**config.mk**
```make
export PLATFORM = sky130hd
export DESIGN_NAME = stfq_rank_stage
export DESIGN_NICKNAME = d
export VERILOG_FILES = /design/src/rtl/stfq_rank_stage.sv
export SDC_FILE = /design/constraint.sdc
export NUM_CORES = 1
export LEC_CHECK = 0
export BUFFER_PORTS_ARGS = -buffer_cell sky130_fd_sc_hd__buf_2
export CORE_UTILIZATION = 50
export DETAILED_ROUTE_END_ITERATION = 8
export PLACE_DENSITY = 0.65
export SLEW_MARGIN = 20
export SYNTH_ARGS = -nofsm -noshare
export SYNTH_HDL_FRONTEND = slang
export SYNTH_SLANG_ARGS = --single-unit
```
**constraint.sdc**
```tcl
create_clock -name clk_i -period 16.57 [get_ports clk_i]
set_input_delay 0.8285 -clock clk_i [delete_from_list [all_inputs] [get_ports clk_i]]
set_output_delay 0.8285 -clock clk_i [all_outputs]
set_load 0.005 [all_outputs]
```
**src/rtl/stfq_rank_stage.sv**
```systemverilog
// stfq_rank_stage: Start-Time Fair Queueing rank computation in front of a register PIFO.
//
// Each accepted descriptor gets rank start = max(vtime, finish[flow]). The flow's finish tag then
// advances to start + inc, clamped to all-ones; a clamp sets the sticky sat flag. The rank and
// metadata are registered and presented with a one-cycle insert strobe. Virtual time follows the
// largest rank the PIFO has dequeued.
//
// Optional feature macro: STFQ_WEIGHT_EN. When defined, a per-flow 3-bit shift table divides the
// packet length, so inc = len >> shift[flow]. When undefined, inc = len and the cfg_* ports are
// ignored.
//
// Ports:
//   clk_i, rst_ni              clock, asynchronous active-low reset
//   pkt_valid_i/pkt_ready_o    descriptor handshake
//   pkt_flow_i/len_i/meta_i    descriptor fields
//   insert_o/rank_out_o/meta_out_o  PIFO insert strobe, rank and metadata
//   pifo_count_i               PIFO occupancy, used for flow control
//   deq_valid_i/deq_rank_i     PIFO dequeue report, advances virtual time
//   cfg_we_i/cfg_flow_i/cfg_shift_i  shift table write port
//   vtime_o                    current virtual time
//   sat_o                      sticky finish-tag saturation flag
module stfq_rank_stage #(
  parameter int unsigned NumFlows  = 16,
  parameter int unsigned FlowW     = 4,
  parameter int unsigned LenW      = 11,
  parameter int unsigned RankW     = 16,
  parameter int unsigned MetaW     = 12,
  parameter int unsigned PifoDepth = 16
) (
  input  logic             clk_i,
  input  logic             rst_ni,
  input  logic             pkt_valid_i,
  output logic             pkt_ready_o,
  input  logic [FlowW-1:0] pkt_flow_i,
  input  logic [LenW-1:0]  pkt_len_i,
  input  logic [MetaW-1:0] pkt_meta_i,
  output logic             insert_o,
  output logic [RankW-1:0] rank_out_o,
  output logic [MetaW-1:0] meta_out_o,
  input  logic [4:0]       pifo_count_i,
  input  logic             deq_valid_i,
  input  logic [RankW-1:0] deq_rank_i,
  input  logic             cfg_we_i,
  input  logic [FlowW-1:0] cfg_flow_i,
  input  logic [2:0]       cfg_shift_i,
  output logic [RankW-1:0] vtime_o,
  output logic             sat_o
);

  localparam int unsigned IdxW = (NumFlows > 1) ? $clog2(NumFlows) : 1;
  localparam logic [5:0] DepthLimit = 6'(PifoDepth);

  logic [RankW-1:0] finish_q [NumFlows];
  logic             insert_q, insert_d;
  logic [RankW-1:0] rank_q, rank_d;
  logic [MetaW-1:0] meta_q, meta_d;
  logic [RankW-1:0] vtime_q, vtime_d;
  logic             sat_q, sat_d;

  logic             accept;
  logic [IdxW-1:0]  flow_idx;
  logic [RankW-1:0] tag_cur;
  logic [RankW-1:0] start;
  logic [RankW:0]   inc;
  logic [RankW:0]   sum;
  logic [RankW-1:0] tag_new;

  // Wraps out-of-range IDs when the table is not a power of two deep.
  assign flow_idx = IdxW'(32'(pkt_flow_i) % NumFlows);

  // Occupancy plus the insert already in flight must leave room for one more entry.
  assign pkt_ready_o = (({1'b0, pifo_count_i} + 6'(insert_q)) < DepthLimit);
  assign accept      = pkt_valid_i & pkt_ready_o;

  assign tag_cur = finish_q[flow_idx];
  assign start   = (tag_cur > vtime_q) ? tag_cur : vtime_q;

`ifdef STFQ_WEIGHT_EN
  logic [2:0]      shift_q [NumFlows];
  logic [IdxW-1:0] cfg_idx;

  assign cfg_idx = IdxW'(32'(cfg_flow_i) % NumFlows);
  assign inc     = (RankW+1)'(pkt_len_i >> shift_q[flow_idx]);

  always_ff @(posedge clk_i or negedge rst_ni) begin
    if (!rst_ni) begin
      for (int i = 0; i < int'(NumFlows); i++) shift_q[i] <= '0;
    end else if (cfg_we_i) begin
      shift_q[cfg_idx] <= cfg_shift_i;
    end
  end
`else
  logic unused_cfg;

  assign unused_cfg = ^{cfg_we_i, cfg_flow_i, cfg_shift_i};
  assign inc        = (RankW+1)'(pkt_len_i);
`endif

  // One extra bit catches overflow; an overflowing tag clamps to all-ones.
  assign sum     = {1'b0, start} + inc;
  assign tag_new = sum[RankW] ? '1 : sum[RankW-1:0];

  always_comb begin
    insert_d = accept;
    rank_d   = rank_q;
    meta_d   = meta_q;
    sat_d    = sat_q;
    vtime_d  = vtime_q;
    if (accept) begin
      rank_d = start;
      meta_d = pkt_meta_i;
      if (sum[RankW]) sat_d = 1'b1;
    end
    // Rank above uses the pre-update vtime even when a dequeue lands in the same cycle.
    if (deq_valid_i && (deq_rank_i > vtime_q)) vtime_d = deq_rank_i;
  end

  always_ff @(posedge clk_i or negedge rst_ni) begin
    if (!rst_ni) begin
      insert_q <= 1'b0;
      rank_q   <= '0;
      meta_q   <= '0;
      vtime_q  <= '0;
      sat_q    <= 1'b0;
    end else begin
      insert_q <= insert_d;
      rank_q   <= rank_d;
      meta_q   <= meta_d;
      vtime_q  <= vtime_d;
      sat_q    <= sat_d;
    end
  end

  always_ff @(posedge clk_i or negedge rst_ni) begin
    if (!rst_ni) begin
      for (int i = 0; i < int'(NumFlows); i++) finish_q[i] <= '0;
    end else if (accept) begin
      finish_q[flow_idx] <= tag_new;
    end
  end

  assign insert_o   = insert_q;
  assign rank_out_o = rank_q;
  assign meta_out_o = meta_q;
  assign vtime_o    = vtime_q;
  assign sat_o      = sat_q;

endmodule

```
==> flow_metrics.tcl <==
set metrics [dict create \
    status "finished, final reports clean" \
    p_leak_nw 7.39 \
    clockBufferDepth 3 \
    netlist-cell-type-count 56 \
    cts_tree "yes" \
    start_util_pct 50.7 \
    peakVddDrop_mv 0.168 \
    regArea_mm2 0.00756 \
    period_share_pct 48.8 \
    fin_tns_setup_ns 0 \
    reg2reg_from "finish_q[143]$_DFFE_PN0P_" \
    rrSetupSlack_ns 9.71 \
    ant_nets 0 \
    finalPower_mw 3.28 \
    layout_commonest_cell "dfrtp_1" \
    vias_per_cell 5.64 \
    core_area_mm2 0.0286 \
    gp_congestion 0.851 \
    synth_area_leader_cell "dfrtp_1" \
    ys.flop_type "dfrtp_1" \
    htreeDepth 1 \
    synth-async-reset-ratio_pct 100 \
    yosys.area.top_type_share_pct 52.1 \
    fmax_ghz 0.124 \
    first_pass_iters 5 \
    portBuffers 98 \
    power_density_mw_per_mm2 202 \
    post_synth.cell_area_avg_um2 10.6 \
    fin_nets 1537 \
    cts_setup_buffers 0 \
    drc_errors 0 \
    cap_violations 0 \
    cp_max_fo 52 \
    num-fill-cells 2444 \
    areaGrowthSynthToFinish_pct 11.8 \
    rsz0062_at_grt "no" \
    die_area_mm2 0.0297 \
    drtIter0Drc 714 \
    crit_path_end_kind "register" \
    synth_fp_nets 1477 \
    fin_worst_skew_ns 0.0133 \
    root_buffer "clkbuf_16" \
    grt_remaining_overflow 0 \
    setup_viol 0 \
    drv_slew 0 \
    die_y_um 172 \
    placementRows 62 \
    cp.arrival_ns 8.48 \
    grt_antenna_before_repair 0 \
    yosysWarnings 0 \
    cts_sinks 302 \
    grt_pass1_wl_mm 55.2 \
    synth_edf_count 0 \
    cts_buffers 31 \
    ys_ff_latch 302 \
    rr_endpoint "finish_q[187]$_DFFE_PN0P_" \
    min_period_ns 8.08 \
    syn-cell-area_mm2 0.0145 \
    vias 10400 \
    multi_input_area_mm2 0.00653 \
    grt_max_degree 92 \
    rr_worst_depth 19 \
    crit_path_start_kind "primary input" \
    drt-total-wl_mm 35.1 \
    min_path_type "in -> async" \
    ys_seq_area_share_pct 52.1 \
    cts_hold_buffers 0 \
    hold_viol_final 0 \
    max-slew-margin-rel_pct 23.4 \
    worst_pin_slew_ns 1.15 \
    critPathKind "in -> reg" \
    num_antenna_cells 0 \
    hpwl_mm 22.3 \
    io_pins 107 \
    die_w_um 172 \
    ys_top_cells_by_area "dfrtp_1 52%, mux4_2 12%, nand2_1 7.5%" \
    syn_inst 1372 \
    grt_pass1_vias 10000 \
    path_clk_slew_ns 0.06 \
    cts_resized 0 \
    final_cell_mix "302 x dfrtp_1, 282 x nand2_1, 208 x o21ai_0, 96 x buf_2, 85 x nor2_1" \
    routedWlPerCell_um 19.1 \
    clock_latency_ns 0.58 \
    drive_gt1_share_pct 20.7 \
    grt_usage_pct 24.4 \
    crit_required_ns 16.97 \
]
-- registers in the layout (all words and copies together), names as in the netlist --
signal	cells
meta_out_o	12
insert_o	1
finish_q	256
rank_out_o	16
sat_o	1
vtime_o	16
-- area by class of cell --
class | instances | share of cell area [%]
inverters | 25 | 0.578
repair buffers | 110 | 3.66
well taps | 384 | 2.96
clock inverters | 3 | 0.339
flip-flops and latches | 302 | 46.6
clock buffers | 51 | 5.68
multi-input cells | 962 | 40.2
-- per-stage QoR --
stage	cell area (µm²)	worst slack (ns)	hold WS [ns]	instances	utilization (%)
finish	16200	8.49	0.248	1837	56.7
global route	16200	7.83	0.310	1837	56.7
CTS	16200	8.44	0.273	1837	56.6
detailed placement	15200	7.89	0.439	1783	53.2
global placement	15200	7.98	0.438	1783	53.2
floorplan	14500	9.63	0.444	1372	-
-- how the worst max path moves through the flow --
stage                        from                   endpoint  slack, ns  cells past startpoint
global route        pkt_flow_i[0]   finish_q[11]$_DFFE_PN0P_       7.83                     20
detailed placement  pkt_flow_i[0]  finish_q[178]$_DFFE_PN0P_       7.89                     21
CTS                 pkt_flow_i[0]  finish_q[187]$_DFFE_PN0P_       8.44                     20
floorplan           pkt_flow_i[0]  finish_q[207]$_DFFE_PN0P_       9.63                     26
finish              pkt_flow_i[0]  finish_q[187]$_DFFE_PN0P_       8.49                     20
global placement    pkt_flow_i[0]   finish_q[91]$_DFFE_PN0P_       7.98                     21
-- critical path, stage by stage --
cell,delay [ns]
buf_4,0.37
buf_4,0.85
mux4_2,0.61
mux4_2,0.58
ha_1,0.34
nand4_1,0.10
nor4_1,0.24
inv_1,0.11
nor3_1,0.56
nor2_2,0.25
a21oi_1,0.54
inv_1,0.10
ha_1,0.31
a211oi_1,0.36
o21ai_0,0.27
a311oi_1,0.56
nor2_1,0.19
and3_1,0.20
nor3_2,0.83
o21ai_0,0.23
-- power by group --
| group | switching [mW] | internal [mW] |
|---|---|---|
| sequential | 0.174 | 1.05 |
| clock | 0.286 | 0.392 |
| combinational | 0.855 | 0.525 |
| total | 1.32 | 1.97 |
-- kinds of logic (layout without fill, tap and decap cells) --
| kind of cell | count (synthesis) | after routing | share of synthesized area (%) |
|---|---|---|---|
| simple gates | 448 | 448 | 12.9 |
| compound gates | 355 | 355 | 13.4 |
| flops | 302 | 302 | 52.1 |
| buf+inv | 108 | 189 | 3.23 |
| mux | 105 | 105 | 13.9 |
| fa+ha+maj | 45 | 45 | 3.93 |
| xor+xnor | 9 | 9 | 0.543 |
-- metal layers --
layer | GRT usage, % | wire length, µm | vias to the layer above
met5 | 0 | 0 | -
met4 | 5.93 | 714 | 0
met3 | 3.23 | 1690 | 58
met2 | 40.1 | 16800 | 241
met1 | 34.5 | 15900 | 5126
li1 | - | - | 4935
-- synth_stat cells (5+ instances only) --
master	n
xnor2_1	9
nand2b_1	5
nand3_1	8
o21ai_1	17
mux4_2	75
buf_2	24
clkbuf_1	50
dfrtp_1	302
nand4_1	8
a21oi_1	80
ha_1	44
mux2_2	28
inv_1	25
a21o_1	6
a22oi_1	8
nor3_1	10
a21oi_2	10
nand2_1	291
o21ai_0	208
o21a_1	5
nor2_1	87
nor2_2	10
(Power assumes the default switching activity.)
